==> config.mk <==
export PLATFORM = sky130hd
export DESIGN_NAME = conv_encoder_punct
export DESIGN_NICKNAME = d
export VERILOG_FILES = /design/src/rtl/conv_encoder_punct.sv
export SDC_FILE = /design/constraint.sdc
export NUM_CORES = 1
export LEC_CHECK = 0
export BUFFER_PORTS_ARGS = -buffer_cell sky130_fd_sc_hd__buf_2
export CAP_MARGIN = 40
export CORE_AREA = 5 5 125 127
export CTS_BUF_LIST = sky130_fd_sc_hd__clkbuf_16
export DETAILED_ROUTE_END_ITERATION = 6
export DIE_AREA = 0 0 130 132
export PLACE_DENSITY_LB_ADDON = 0.12
export RECOVER_POWER = 50
export SETUP_SLACK_MARGIN = 0.15
export SYNTH_ARGS = -nofsm -noshare
export SYNTH_HDL_FRONTEND = slang
export SYNTH_SLANG_ARGS = --single-unit
==> constraint.sdc <==
create_clock -name clk -period 7 [get_ports clk]
set_input_delay 1.4 -clock clk [delete_from_list [all_inputs] [get_ports clk]]
set_output_delay 1.4 -clock clk [all_outputs]
set_load 0.05 [all_outputs]
==> src/rtl/conv_encoder_punct.sv <==
// Rate-1/2 convolutional encoder with 1/2, 2/3 and 3/4 puncturing, tail insertion,
// and an OUT_W-bit packer with valid/ready handshakes on both sides.
module conv_encoder_punct #(
    parameter int unsigned    IN_W  = 4,
    parameter int unsigned    OUT_W = 8,
    parameter int unsigned    K     = 7,
    parameter logic [K-1:0]   G0    = 7'o133,
    parameter logic [K-1:0]   G1    = 7'o171
) (
    input  logic             clk,
    input  logic             reset,
    input  logic             en,
    input  logic [1:0]       mode,
    input  logic [IN_W-1:0]  in_data,
    input  logic             in_valid,
    output logic             in_ready,
    input  logic             flush,
    output logic [OUT_W-1:0] out_data,
    output logic             out_valid,
    input  logic             out_ready,
    output logic             out_last,
    output logic             busy
);

    localparam int unsigned BUF_W  = OUT_W + 2 * IN_W;
    localparam int unsigned FILL_W = $clog2(BUF_W + 1);
    localparam int unsigned CNT_W  = $clog2(2 * IN_W + 1);
    localparam int unsigned NB_W   = $clog2(IN_W + 1);
    localparam int unsigned TAIL_W = $clog2(K);

    typedef enum logic [1:0] {StIdle, StRun, StTail, StPad} state_e;

    state_e             state_q, state_d;
    logic [K-2:0]       sreg_q, sreg_d, sreg_enc, s;
    logic [1:0]         phase_q, phase_d, phase_enc, ph;
    logic [1:0]         mode_q, eff_mode, period;
    logic [BUF_W-1:0]   acc_q, acc_d, new_bits;
    logic [FILL_W-1:0]  fill_q, fill_d, eff_fill, fill_left;
    logic [TAIL_W-1:0]  tail_q, tail_d;
    logic [NB_W-1:0]    n_bits;
    logic [CNT_W-1:0]   cnt;
    logic [IN_W-1:0]    src;
    logic [K-1:0]       v;
    logic               a_bit, b_bit;
    logic [OUT_W-1:0]   out_data_q;
    logic               out_valid_q, out_last_q;
    logic               drain, space, accept, tail_go, last_word;

    // Padding is applied combinationally: in PAD a partial word counts as a full one.
    always_comb begin
        eff_fill = fill_q;
        if (state_q == StPad && fill_q != '0 && fill_q < FILL_W'(OUT_W)) begin
            eff_fill = FILL_W'(OUT_W);
        end
        drain     = (eff_fill >= FILL_W'(OUT_W)) && (!out_valid_q || out_ready);
        fill_left = drain ? eff_fill - FILL_W'(OUT_W) : eff_fill;
        space     = fill_left < FILL_W'(OUT_W);
        in_ready  = en && (state_q == StIdle || state_q == StRun) && space;
        accept    = in_ready && in_valid;
        tail_go   = en && (state_q == StTail) && space;
        last_word = drain && (state_q == StPad) && (fill_q <= FILL_W'(OUT_W));
    end

    always_comb begin
        eff_mode = (state_q == StIdle) ? mode : mode_q;
        case (eff_mode)
            2'd1:    period = 2'd2;
            2'd2:    period = 2'd3;
            default: period = 2'd1;
        endcase
        n_bits = '0;
        src    = '0;
        if (accept) begin
            n_bits = NB_W'(IN_W);
            src    = in_data;
        end else if (tail_go) begin
            n_bits = (32'(tail_q) < IN_W) ? NB_W'(tail_q) : NB_W'(IN_W);
        end
        s        = sreg_q;
        ph       = phase_q;
        v        = '0;
        a_bit    = 1'b0;
        b_bit    = 1'b0;
        new_bits = '0;
        cnt      = '0;
        for (int i = 0; i < int'(IN_W); i++) begin
            if (i < int'(n_bits)) begin
                v     = {src[i], s};
                a_bit = ^(v & G0);
                b_bit = ^(v & G1);
                s     = v[K-1:1];
                // phase 1 drops B, phase 2 drops A
                if (ph != 2'd2) begin
                    new_bits = new_bits | (BUF_W'(a_bit) << cnt);
                    cnt      = cnt + CNT_W'(1);
                end
                if (ph != 2'd1) begin
                    new_bits = new_bits | (BUF_W'(b_bit) << cnt);
                    cnt      = cnt + CNT_W'(1);
                end
                ph = (ph + 2'd1 == period) ? 2'd0 : ph + 2'd1;
            end
        end
        sreg_enc  = s;
        phase_enc = ph;
    end

    always_comb begin
        state_d = state_q;
        tail_d  = tail_q;
        sreg_d  = sreg_enc;
        phase_d = phase_enc;
        acc_d   = (drain ? acc_q >> OUT_W : acc_q) | (new_bits << fill_left);
        fill_d  = fill_left + FILL_W'(cnt);
        unique case (state_q)
            StIdle: begin
                if (accept) begin
                    state_d = flush ? StTail : StRun;
                    tail_d  = TAIL_W'(K - 1);
                end
            end
            StRun: begin
                if (en && flush) begin
                    state_d = StTail;
                    tail_d  = TAIL_W'(K - 1);
                end
            end
            StTail: begin
                if (tail_go) begin
                    tail_d = tail_q - TAIL_W'(n_bits);
                    if (tail_d == '0) state_d = StPad;
                end
            end
            StPad: begin
                if (out_valid_q && out_ready && out_last_q) begin
                    state_d = StIdle;
                    sreg_d  = '0;
                    phase_d = '0;
                end
            end
            default: state_d = StIdle;
        endcase
    end

    always_ff @(posedge clk or negedge reset) begin
        if (!reset) begin
            state_q     <= StIdle;
            sreg_q      <= '0;
            phase_q     <= '0;
            mode_q      <= '0;
            acc_q       <= '0;
            fill_q      <= '0;
            tail_q      <= '0;
            out_data_q  <= '0;
            out_valid_q <= 1'b0;
            out_last_q  <= 1'b0;
        end else begin
            state_q <= state_d;
            sreg_q  <= sreg_d;
            phase_q <= phase_d;
            acc_q   <= acc_d;
            fill_q  <= fill_d;
            tail_q  <= tail_d;
            if (accept && state_q == StIdle) mode_q <= mode;
            if (drain) begin
                out_data_q  <= acc_q[OUT_W-1:0];
                out_valid_q <= 1'b1;
                out_last_q  <= last_word;
            end else if (out_ready) begin
                out_valid_q <= 1'b0;
                out_last_q  <= 1'b0;
            end
        end
    end

    assign out_data  = out_data_q;
    assign out_valid = out_valid_q;
    assign out_last  = out_last_q;
    assign busy      = (state_q != StIdle);

endmodule

# ---- Yosys cells after proc, flatten, opt, wreduce, memory -nomap -nowiden
# Index checks and enable logic that the tools add are counted.
dict set report word_totals {
  register_bits 46
  inputBits 12
  output_inout_bits 12
  elab_cells 175
}
dict set report classes {
  addsub 14
  magnitude_cmp 9
  n_eq_ne 22
  shifts 8
  muxes 71
  n_bitwise 8
  reduce_logical 33
}
# operator n
set ops {}
lappend ops {{$mux 16} 16}
lappend ops {{$or 16x16->16} 8}
lappend ops {{$shl 1x4->16} 7}
lappend ops {{$mux 4} 16}
lappend ops {{$reduce_xor 7->1} 8}
lappend ops {{$mux 6} 6}
lappend ops {{$mux 2} 17}
lappend ops {{$add 4x1->4 const B} 7}
lappend ops {{$mux 3} 6}
lappend ops {{$shl 16x5->16} 1}
lappend ops {{$logic_and 1x1->1} 14}
lappend ops {{$ne 2x1->1 const B} 7}
lappend ops {{$ne 2x2->1 const B} 6}
lappend ops {{$lt 5x4->1 const B} 2}
lappend ops {{$mux 5} 2}
lappend ops {{$pmux 3 s3} 1}
lappend ops {{$add 2x1->2 const B} 4}
lappend ops {{$eq 2x2->1} 4}
lappend ops {{$pmux 2 s4} 1}
lappend ops {{$eq 2x2->1 const B} 3}
lappend ops {{$lt 1x3->1 const A} 2}
lappend ops {{$lt 2x3->1 const A} 2}
lappend ops {{$add 5x4->5} 1}
lappend ops {{$ge 5x4->1 const B} 1}
lappend ops {{other kinds (16)} 23}

# ---- Depth between registers and ports, before layout
# Gate-level depths: netlist of run 1.
dict set report logic_depth {
  word_depth 37
  depth_mapped 42
  mapped_depth_nobuf 39
}

# ---- Worst setup path before layout of run 1
# Ideal clock, no wire load.
dict set report synth_timing {
  path_type {input to register}
  from {input out_ready}
  to {register fill_q[4]}
  setup_time_ps 124
  arrival_ps 7811
  t_required_ps 6876
  slack_ps -936
  path_stages 37
  path_buffers 3
  path_cell_list {nand2b_1 -> a2111oi_4 -> a31o_1 -> buf_4 -> nand2_1 -> a211oi_1 -> a21oi_1 -> inv_1 -> ha_1 -> clkbuf_1 -> a21oi_1 -> ha_1 -> o221a_2 -> o21ai_0 -> nor2_1 -> ha_1 -> nand2_1 -> nand2_1 -> ha_1 -> mux2_2 -> nand3_1 -> a21oi_1 -> clkbuf_1 -> ha_1 -> nor2b_1 -> nor2_1 -> inv_1 -> ha_1 -> nor2_1 -> a211oi_1 -> a21o_1 -> inv_1 -> fa_1 -> inv_1 -> a21o_1 -> a21oi_1 -> xnor2_1}
}
dict set report synth_via {
  elab_chain_len 28
  word_cells_on_any_way 48
  classes_between {add/sub (9); order compare (5); eq/ne (8); mux (21); reduce/logical (5)}
}
# item line
set synth_lines {}
lappend synth_lines {{start, declared} 20} ;# input logic out_ready,
lappend synth_lines {{$logic_or 1x1->1 *} 55} ;# drain = (eff_fill >= FILL_W'(OUT_W)) && (!out_valid_q || out_ready);
lappend synth_lines {{$logic_and 1x1->1 *} 55}
lappend synth_lines {{$mux 5 *} 56} ;# fill_left = drain ? eff_fill - FILL_W'(OUT_W) : eff_fill;
lappend synth_lines {{$lt 5x4->1} 57} ;# space = fill_left < FILL_W'(OUT_W);
lappend synth_lines {{$logic_and 1x1->1 (on tied branches)} {60, 58}}
lappend synth_lines {{$mux 3 or $logic_and 1x1->1 (tied branches)} {76, 59}}
lappend synth_lines {{$mux 3} 73} ;# if (accept) begin
lappend synth_lines {{$lt 1x3->1} 87} ;# if (i < int'(n_bits)) begin
lappend synth_lines {{[13 not listed]} n/a}
lappend synth_lines {{$add 4x1->4} 95} ;# cnt = cnt + CNT_W'(1);
lappend synth_lines {{$mux 4} 93} ;# if (ph != 2'd2) begin
lappend synth_lines {{$mux 4} 87}
lappend synth_lines {{$add 4x1->4} 99} ;# cnt = cnt + CNT_W'(1);
lappend synth_lines {{$mux 4} 97} ;# if (ph != 2'd1) begin
lappend synth_lines {{$mux 4} 87}
lappend synth_lines {{$add 5x4->5 *} 114} ;# fill_d = fill_left + FILL_W'(cnt);
lappend synth_lines {{via fill_d[4]} 38} ;# logic [FILL_W-1:0] fill_q, fill_d, eff_fill, fill_left;
lappend synth_lines {{end signal, assigned} 162} ;# fill_q <= fill_d;
lappend synth_lines {{end, declared} 38}
# Mark *: on every way through the listed nets, which the timed path passes. The rest lies on a longest branch. The select of a mux whose other input is x is not followed.
# A chain may end at the register's enable or synchronous reset.

# ---- Worst setup path in the final report of run 1
dict set report layout_timing {
  from {input out_ready}
  to {register acc_q[7]}
}
dict set report layout_via {
  elab_chain_len 33
  word_cells_on_any_way 89
  classes_between {add/sub (7); order compare (5); eq/ne (8); shift (8); mux (40); bitwise (8); reduce/logical (13)}
}
# item line
set layout_lines {}
lappend layout_lines {{$logic_or 1x1->1 *} 55}
lappend layout_lines {{$logic_and 1x1->1 *} 55}
lappend layout_lines {{branches (longest 30 deep; another with $lt 5x4->1)} n/a}
lappend layout_lines {{$or 16x16->16 *} 113} ;# acc_d = (drain ? acc_q >> OUT_W : acc_q) | (new_bits << fill_left);
lappend layout_lines {{via acc_d[7]} 37} ;# logic [BUF_W-1:0] acc_q, acc_d, new_bits;
lappend layout_lines {{end signal, assigned} 151} ;# acc_q <= '0;
lappend layout_lines {{end signal, assigned} 161} ;# acc_q <= acc_d;
lappend layout_lines {{end, declared} 37}
# Mark *: on every way through the listed nets, which the timed path passes. The select of a mux whose other input is x is not followed.

==> flow_metrics.py, run 1 <==
metrics = {
    "status": {
        "status": "complete, but fails checks",
        "violations": "max-capacitance violations, max-slew violations",
    },
    "floorplanning": {
        "fp.dieH_um": 132,
        "die-width_um": 130,
        "fp.coreArea_um2": 14300,
        "die_area_um2": 17200,
        "initial_core_util_pct": 39.2,
        "fp-row-count": 44,
        "ios": 24,
    },
    "setup_path": {
        "crit-reg2reg-launch": "state_q[0]$_DFFE_PN0P_",
        "worst-r2r-cell-count": 29,
        "crit_type": "in2reg",
        "path_common_cell": "ha_4",
        "critical_path_required_ns": 7.21,
        "flop_to_flop_setup_slack_ns": 0.48,
        "worstReg2RegEnd": "acc_q[7]$_DFF_PN0_",
        "start_kind": "input port",
        "path_max_fanout": 5,
        "cpPeakStageDelay_ns": 0.42,
        "timing.critical_path.to_type": "register",
        "cp_arrival_ns": 6.85,
        "cp_slowest_cell": "or3_4",
    },
    "logic_synthesis": {
        "synth-edff-count": 0,
        "asyncSetResetFlopFracSynth_pct": 100,
        "mappedNetlistArea_um2": 5610,
        "post_synth_num_cell_types": 97,
        "yosys.area.top_type_share_pct": 20.5,
        "synth_nets": 741,
        "synth_flop_cell": "dfrtp_1",
        "post-synth-top-count-cell": "nand2_1",
        "synth_largest_area_cell": "dfrtp_1",
        "yosys-top-cells-area": "dfrtp_1 21%, ha_1 5.6%, xnor2_1 5.3%",
        "synth_warnings": 0,
        "postSynthAreaPerCell_um2": 7.98,
        "sequential_fraction_of_the_synthesis_area_pct": 20.5,
        "synthTopCellsByCount": "66 x nand2_1, 55 x nor2_1, 46 x dfrtp_1, 35 x a21oi_1, 35 x inv_1",
        "mapped_cells": 702,
        "register_bit_count_reported_by_yosys": 46,
    },
    "sta": {
        "timing.final.max_slew_violations": 34,
        "rsz0062_at_grt": "true",
        "hold-worst-slack_ns": 0.488,
        "setup_violations": 0,
        "clock_skew_ns": 0.0105,
        "final_hold_vio_count": 0,
        "worst_slew_pin_slew_ns": 1.72,
        "slew-limit-headroom_pct": -14.9,
        "final_min_period_over_clock_period_pct": 94.9,
        "post-route-worst-setup-slack_ns": 0.358,
        "fmaxAchievable_mhz": 151,
        "fin_crit_ns": 6.64,
    },
    "cts": {
        "worstSkewPairLatency_ns": 0.30,
        "h-tree-depth": 2,
        "cts_sinks": 46,
        "cts_hold_repair.buffers": 0,
        "clockBufferDepth": 2,
        "clk_transition_reported_paths_ns": 0.06,
        "cts.root.buffer_cell": "clkbuf_16",
        "tritoncts": "yes",
        "numCtsBuffers": 5,
    },
    "min_path": {
        "worst_hold_path_startpoint": "acc_q[10]$_DFF_PN0_",
        "holdPathEnd": "acc_q[10]$_DFF_PN0_",
        "hold_path.class": "reg2reg",
        "holdPathStages": 2,
    },
    "layout": {
        "multiInputGateArea_um2": 4640,
        "num-fill-cells": 1410,
        "design.final.nets": 823,
        "layout-drive-gt1-share_pct": 30.4,
        "antennaDiodeCount": 0,
        "syn2layout_area_growth_pct": 26.5,
        "area.sequential_um2": 1150,
    },
    "routing": {
        "initialDrtViolationCount": 544,
        "drt-pass1-iter-count": 5,
        "via_count": 5894,
        "vias_per_cell": 6.09,
        "totalWireLength_um": 19100,
        "drc": 0,
        "detail-route-antenna-nets": 0,
        "drt-wirelength-per-cell_um": 19.7,
    },
    "placement": {
        "place.port_buffers": 23,
        "finalWeightedCongestion": 0.991,
        "place_worst_setup_slack_ns": -0.237,
        "dp_hpwl_um": 14800,
    },
    "grt": {
        "grt_overflow_total": 0,
        "total_global_routing_track_utilization_pct": 21.7,
        "antenna_found_initial": 0,
        "first_global_vias": 5585,
        "grt_start_max_net_pins": 34,
        "grt_pass1_wl_um": 30100,
    },
    "run": {
        "drv_cap": 1,
    },
}
[routing by layer]
layer  track usage, %  up-vias  share of wire (%)
met5                0        -                  0
met4             6.47        0                2.8
met1             30.0     2820                 44
met3             4.62       44                6.6
met2             33.8      264                 46
li1                 -     2766                  -
[cell families (layout without fill, tap and decap cells)]
kind of cell	count (synthesis)	count (layout)	share of synthesized area (%)
muxes	32	32	6.09
and+or+nand+nor	268	268	24.6
adders and majority gates	27	27	6.29
DFF	46	46	20.5
buffers and inverters	77	159	5.78
AOI/OAI and AO/OA	199	199	27.3
xor gates and xnor gates	53	53	9.35
[layout by cell type (no fill, tap or decap), types with 11 or more instances in the layout]
| master | n |
|---|---|
| buf_2 | 17 |
| nor3_1 | 17 |
| nand3_1 | 29 |
| nand2b_1 | 11 |
| xor2_1 | 11 |
| xnor2_1 | 31 |
| mux2i_1 | 13 |
| or3_1 | 11 |
| o211ai_1 | 12 |
| ha_1 | 17 |
| mux2_2 | 15 |
| a21oi_1 | 29 |
| nand2_1 | 63 |
| buf_4 | 92 |
| inv_1 | 33 |
| dfrtp_1 | 45 |
| o21ai_0 | 22 |
| nor2_1 | 52 |
[final cells by class]
cell class / count / share of cell area [%]
multi-input cells: 579 / 65.4
flip-flops and latches: 46 / 16.3
repair buffers: 116 / 11.3
well taps: 184 / 3.25
inverters: 36 / 1.91
clock buffers: 5 / 1.76
clock inverters: 2 / 0.141
[through the flow]
stage	area (µm²)	utilization [%]	cells	setup TNS [ns]
floorplan	5830	-	702	-0.0446
global placement	6590	46.0	952	-0.906
detailed placement	6610	46.2	953	-1.84
CTS	6760	47.2	960	0
global route	7090	49.5	968	0
finish	7090	49.5	968	0
[timing repair]
| action | CTS | global route |
|---|---|---|
| gates resized for setup | 2 | 51 |
| endpoints found under the setup margin | 7 | 20 |
| buffers inserted | 0 | 8 |
| pin swaps | 0 | 24 |
| hold endpoints to repair | 0 | 0 |
[how the worst max path moves through the flow]
| stage | slack [ns] | from | to | depth (start not counted) |
|---|---|---|---|---|
| 5_1_grt | 0.13 | out_ready | acc_q[12]$_DFF_PN0_ | 28 |
| 2_1_floorplan | -0.04 | mode[0] | fill_q[4]$_DFF_PN0_ | 36 |
| 4_1_cts | 0.16 | mode[0] | acc_q[7]$_DFF_PN0_ | 30 |
| 6_report | 0.36 | out_ready | acc_q[7]$_DFF_PN0_ | 31 |
| 3_3_place_gp | -0.15 | mode[0] | acc_q[2]$_DFF_PN0_ | 31 |
| 3_5_place_dp | -0.24 | mode[0] | acc_q[7]$_DFF_PN0_ | 31 |
[registers in the layout, indices dropped and copies added (netlist names)]
name       cells
out_valid      1
tail_q         3
sreg_q         6
state_q        2
mode_q         2
fill_q         5
out_last       1
out_data       8
acc_q         16
phase_q        2
[critical path: cells and delay by family]
family | cells | cell delay (ns)
AO/OA/AOI/OAI | 10 | 2.05
XOR/XNOR | 1 | 0.16
adder cells (fa/ha/maj) | 5 | 1.12
buffers and inverters | 3 | 0.49
multiplexers | 1 | 0.15
AND/OR/NAND/NOR | 11 | 1.49
Power of run 1 is not shown: default switching activity piles up to over one toggle a cycle in this logic, so the estimate is an artifact.
==> inputs of run 2 (changes only) <==
- CORE_AREA: 5 5 125 127 -> 5 5 107 149
- DIE_AREA: 0 0 130 132 -> 0 0 112 154
==> flow_metrics.py, run 2 (synthesis results as in run 1) <==
metrics = {
    "sta": {
        "final_hold_vio_count": 0,
        "slew-limit-headroom_pct": -73.5,
        "final_min_period_over_clock_period_pct": 96.4,
        "clock_skew_ns": 0.00931,
        "timing.final.max_slew_violations": 47,
        "post-route-worst-setup-slack_ns": 0.253,
        "setup_violations": 0,
        "fmaxAchievable_mhz": 148,
        "tns_ns": 0,
        "worst_slew_pin_slew_ns": 2.60,
        "fin_crit_ns": 6.75,
        "rsz0062_at_grt": "true",
    },
    "setup_path": {
        "bufs_and_invs_on_worst_path": 6,
        "path_max_fanout": 3,
        "critical_path_required_ns": 7.21,
        "crit-reg2reg-launch": "state_q[0]$_DFFE_PN0P_",
        "crit_type": "in2reg",
        "timing.critical_path.to_type": "register",
        "critical_path.top_delay_family": "compound AO/OA/AOI/OAI gates",
        "worstReg2RegEnd": "acc_q[6]$_DFF_PN0_",
        "flop_to_flop_setup_slack_ns": 0.47,
        "start_kind": "input port",
        "path_common_cell": "buf_4",
        "cp_slowest_cell": "a2111oi_4",
        "cpPeakStageDelay_ns": 0.41,
        "cp_arrival_ns": 6.95,
        "worst-r2r-cell-count": 33,
    },
    "cts": {
        "clk_transition_reported_paths_ns": 0.07,
        "numCtsBuffers": 5,
        "cts.root.buffer_cell": "clkbuf_16",
        "clockBufferDepth": 2,
        "worstSkewPairLatency_ns": 0.30,
        "tritoncts": "yes",
        "h-tree-depth": 2,
        "cts_sinks": 46,
    },
    "status": {
        "status": "complete, but fails checks",
        "violations": "max-capacitance violations, max-slew violations",
    },
    "floorplanning": {
        "die_area_um2": 17200,
        "fp-row-count": 52,
        "fp.dieH_um": 154,
        "fp.coreArea_um2": 14400,
        "initial_core_util_pct": 39.0,
        "ios": 24,
        "die-width_um": 112,
    },
    "layout": {
        "layout_commonest_cell": "buf_4",
        "largest_reg_flops": 16,
        "most-common-layout-cells": "123 x buf_4, 61 x nand2_1, 51 x nor2_1",
        "syn2layout_area_growth_pct": 31.0,
        "layout-drive-gt1-share_pct": 33.3,
        "antennaDiodeCount": 0,
        "design.final.nets": 857,
        "final_cell_area_um2": 7350,
        "biggest_register": "acc_q",
        "layoutNonFillerInstCount": 1008,
    },
    "placement": {
        "dp_hpwl_um": 16400,
        "place.port_buffers": 23,
        "dpl-instance-area_um2": 6830,
        "finalWeightedCongestion": 0.962,
        "place_worst_setup_slack_ns": -0.211,
        "dp_cells": 989,
    },
    "grt": {
        "antenna_found_initial": 0,
        "grt_start_max_net_pins": 47,
        "total_global_routing_track_utilization_pct": 22.8,
        "grt_overflow_total": 0,
        "first_global_vias": 5836,
        "grt_pass1_wl_um": 31300,
    },
    "run": {
        "drv_cap": 1,
    },
    "routing": {
        "initialDrtViolationCount": 383,
        "via_count": 5931,
        "drt-wirelength-per-cell_um": 20.3,
        "vias_per_cell": 5.88,
        "drt-pass1-iter-count": 7,
        "totalWireLength_um": 20500,
        "detail-route-antenna-nets": 0,
        "drc": 0,
    },
    "min_path": {
        "hold_path.class": "reg2reg",
        "holdPathStages": 1,
        "worst_hold_path_startpoint": "out_data[7]$_DFFE_PN0P_",
        "holdPathEnd": "out_data[7]$_DFFE_PN0P_",
    },
    "pwr": {
        "vdd.ir_drop.worst_mv": 0.335,
        "total_leakage_power_uw": 0.00298,
        "power-per-cell-area_nw_per_um2": 584,
    },
}
-- run 2: cell count changes in the layout (fill, tap and decap cells not counted), moves of 3 or more --
cell      before  now
buf_4         92  123
buf_6          0    3
ha_1          17   14
nand2b_1      11   14
nor3_2         8    5
-- run 2: power breakdown --
part           internal [µW]  switching (µW)  leakage, µW  total [µW]
Sequential               390             119     0.000538         510
Combinational           1480            2040      0.00238        3530
Clock                    134             123    0.0000664         258
Total                   2010            2290      0.00298        4290
-- run 2: worst max path at each step --
| stage | from | end | slack, ns | cells after the start |
|---|---|---|---|---|
| floorplan | mode[0] | fill_q[4]$_DFF_PN0_ | -0.04 | 36 |
| global placement | mode[0] | acc_q[6]$_DFF_PN0_ | -0.16 | 31 |
| detailed placement | mode[0] | acc_q[6]$_DFF_PN0_ | -0.21 | 31 |
| CTS | mode[0] | fill_q[4]$_DFF_PN0_ | 0.17 | 34 |
| global route | out_ready | acc_q[6]$_DFF_PN0_ | 0.03 | 29 |
| finish | out_ready | acc_q[6]$_DFF_PN0_ | 0.25 | 29 |
-- run 2: per-layer routing --
layer / wire length, µm / GRT usage (%)
met3: 668 / 1.93
met5: 0 / 0
met4: 965 / 10.8
met1: 7670 / 24.0
met2: 11200 / 44.7
-- run 2: worst register-to-register path: cells and delay by family (launching register included) --
family / cells / cell delay, ns
XOR/XNOR: 2 / 0.33
adder cells (fa/ha/maj): 5 / 1.10
AO/OA/AOI/OAI: 11 / 2.09
flip-flops: 1 / 0.44
AND/OR/NAND/NOR: 8 / 1.66
buffers and inverters: 7 / 0.81
-- run 2: what timing repair did --
action	4_1_cts	5_1_grt
pin swaps	2	30
cloned	0	0
endpoints found under the setup margin	4	20
buffers inserted	1	10
hold buffers	0	0
resized for setup	3	54
-- run 2: metrics by stage --
stage,hold slack (ns),total power [µW],utilization [%]
6_report,0.502,4290,51.1
3_5_place_dp,0.490,3760,47.5
5_1_grt,0.529,4590,51.1
4_1_cts,0.507,4050,48.7
2_1_floorplan,0.452,2780,-
3_3_place_gp,0.477,3710,47.5
-- run 2: cell type report --
| cell class | count | area [µm²] |
|---|---|---|
| fillers | 1400 | 7030 |
| clock inverters | 3 | 23.8 |
| well taps | 189 | 236 |
| repair buffers | 150 | 1070 |
| inverters | 36 | 135 |
| multi-input cells | 579 | 4600 |
| clock buffers | 5 | 125 |
| flip-flops and latches | 46 | 1150 |
No activity file was read; power rests on OpenSTA's default activity.
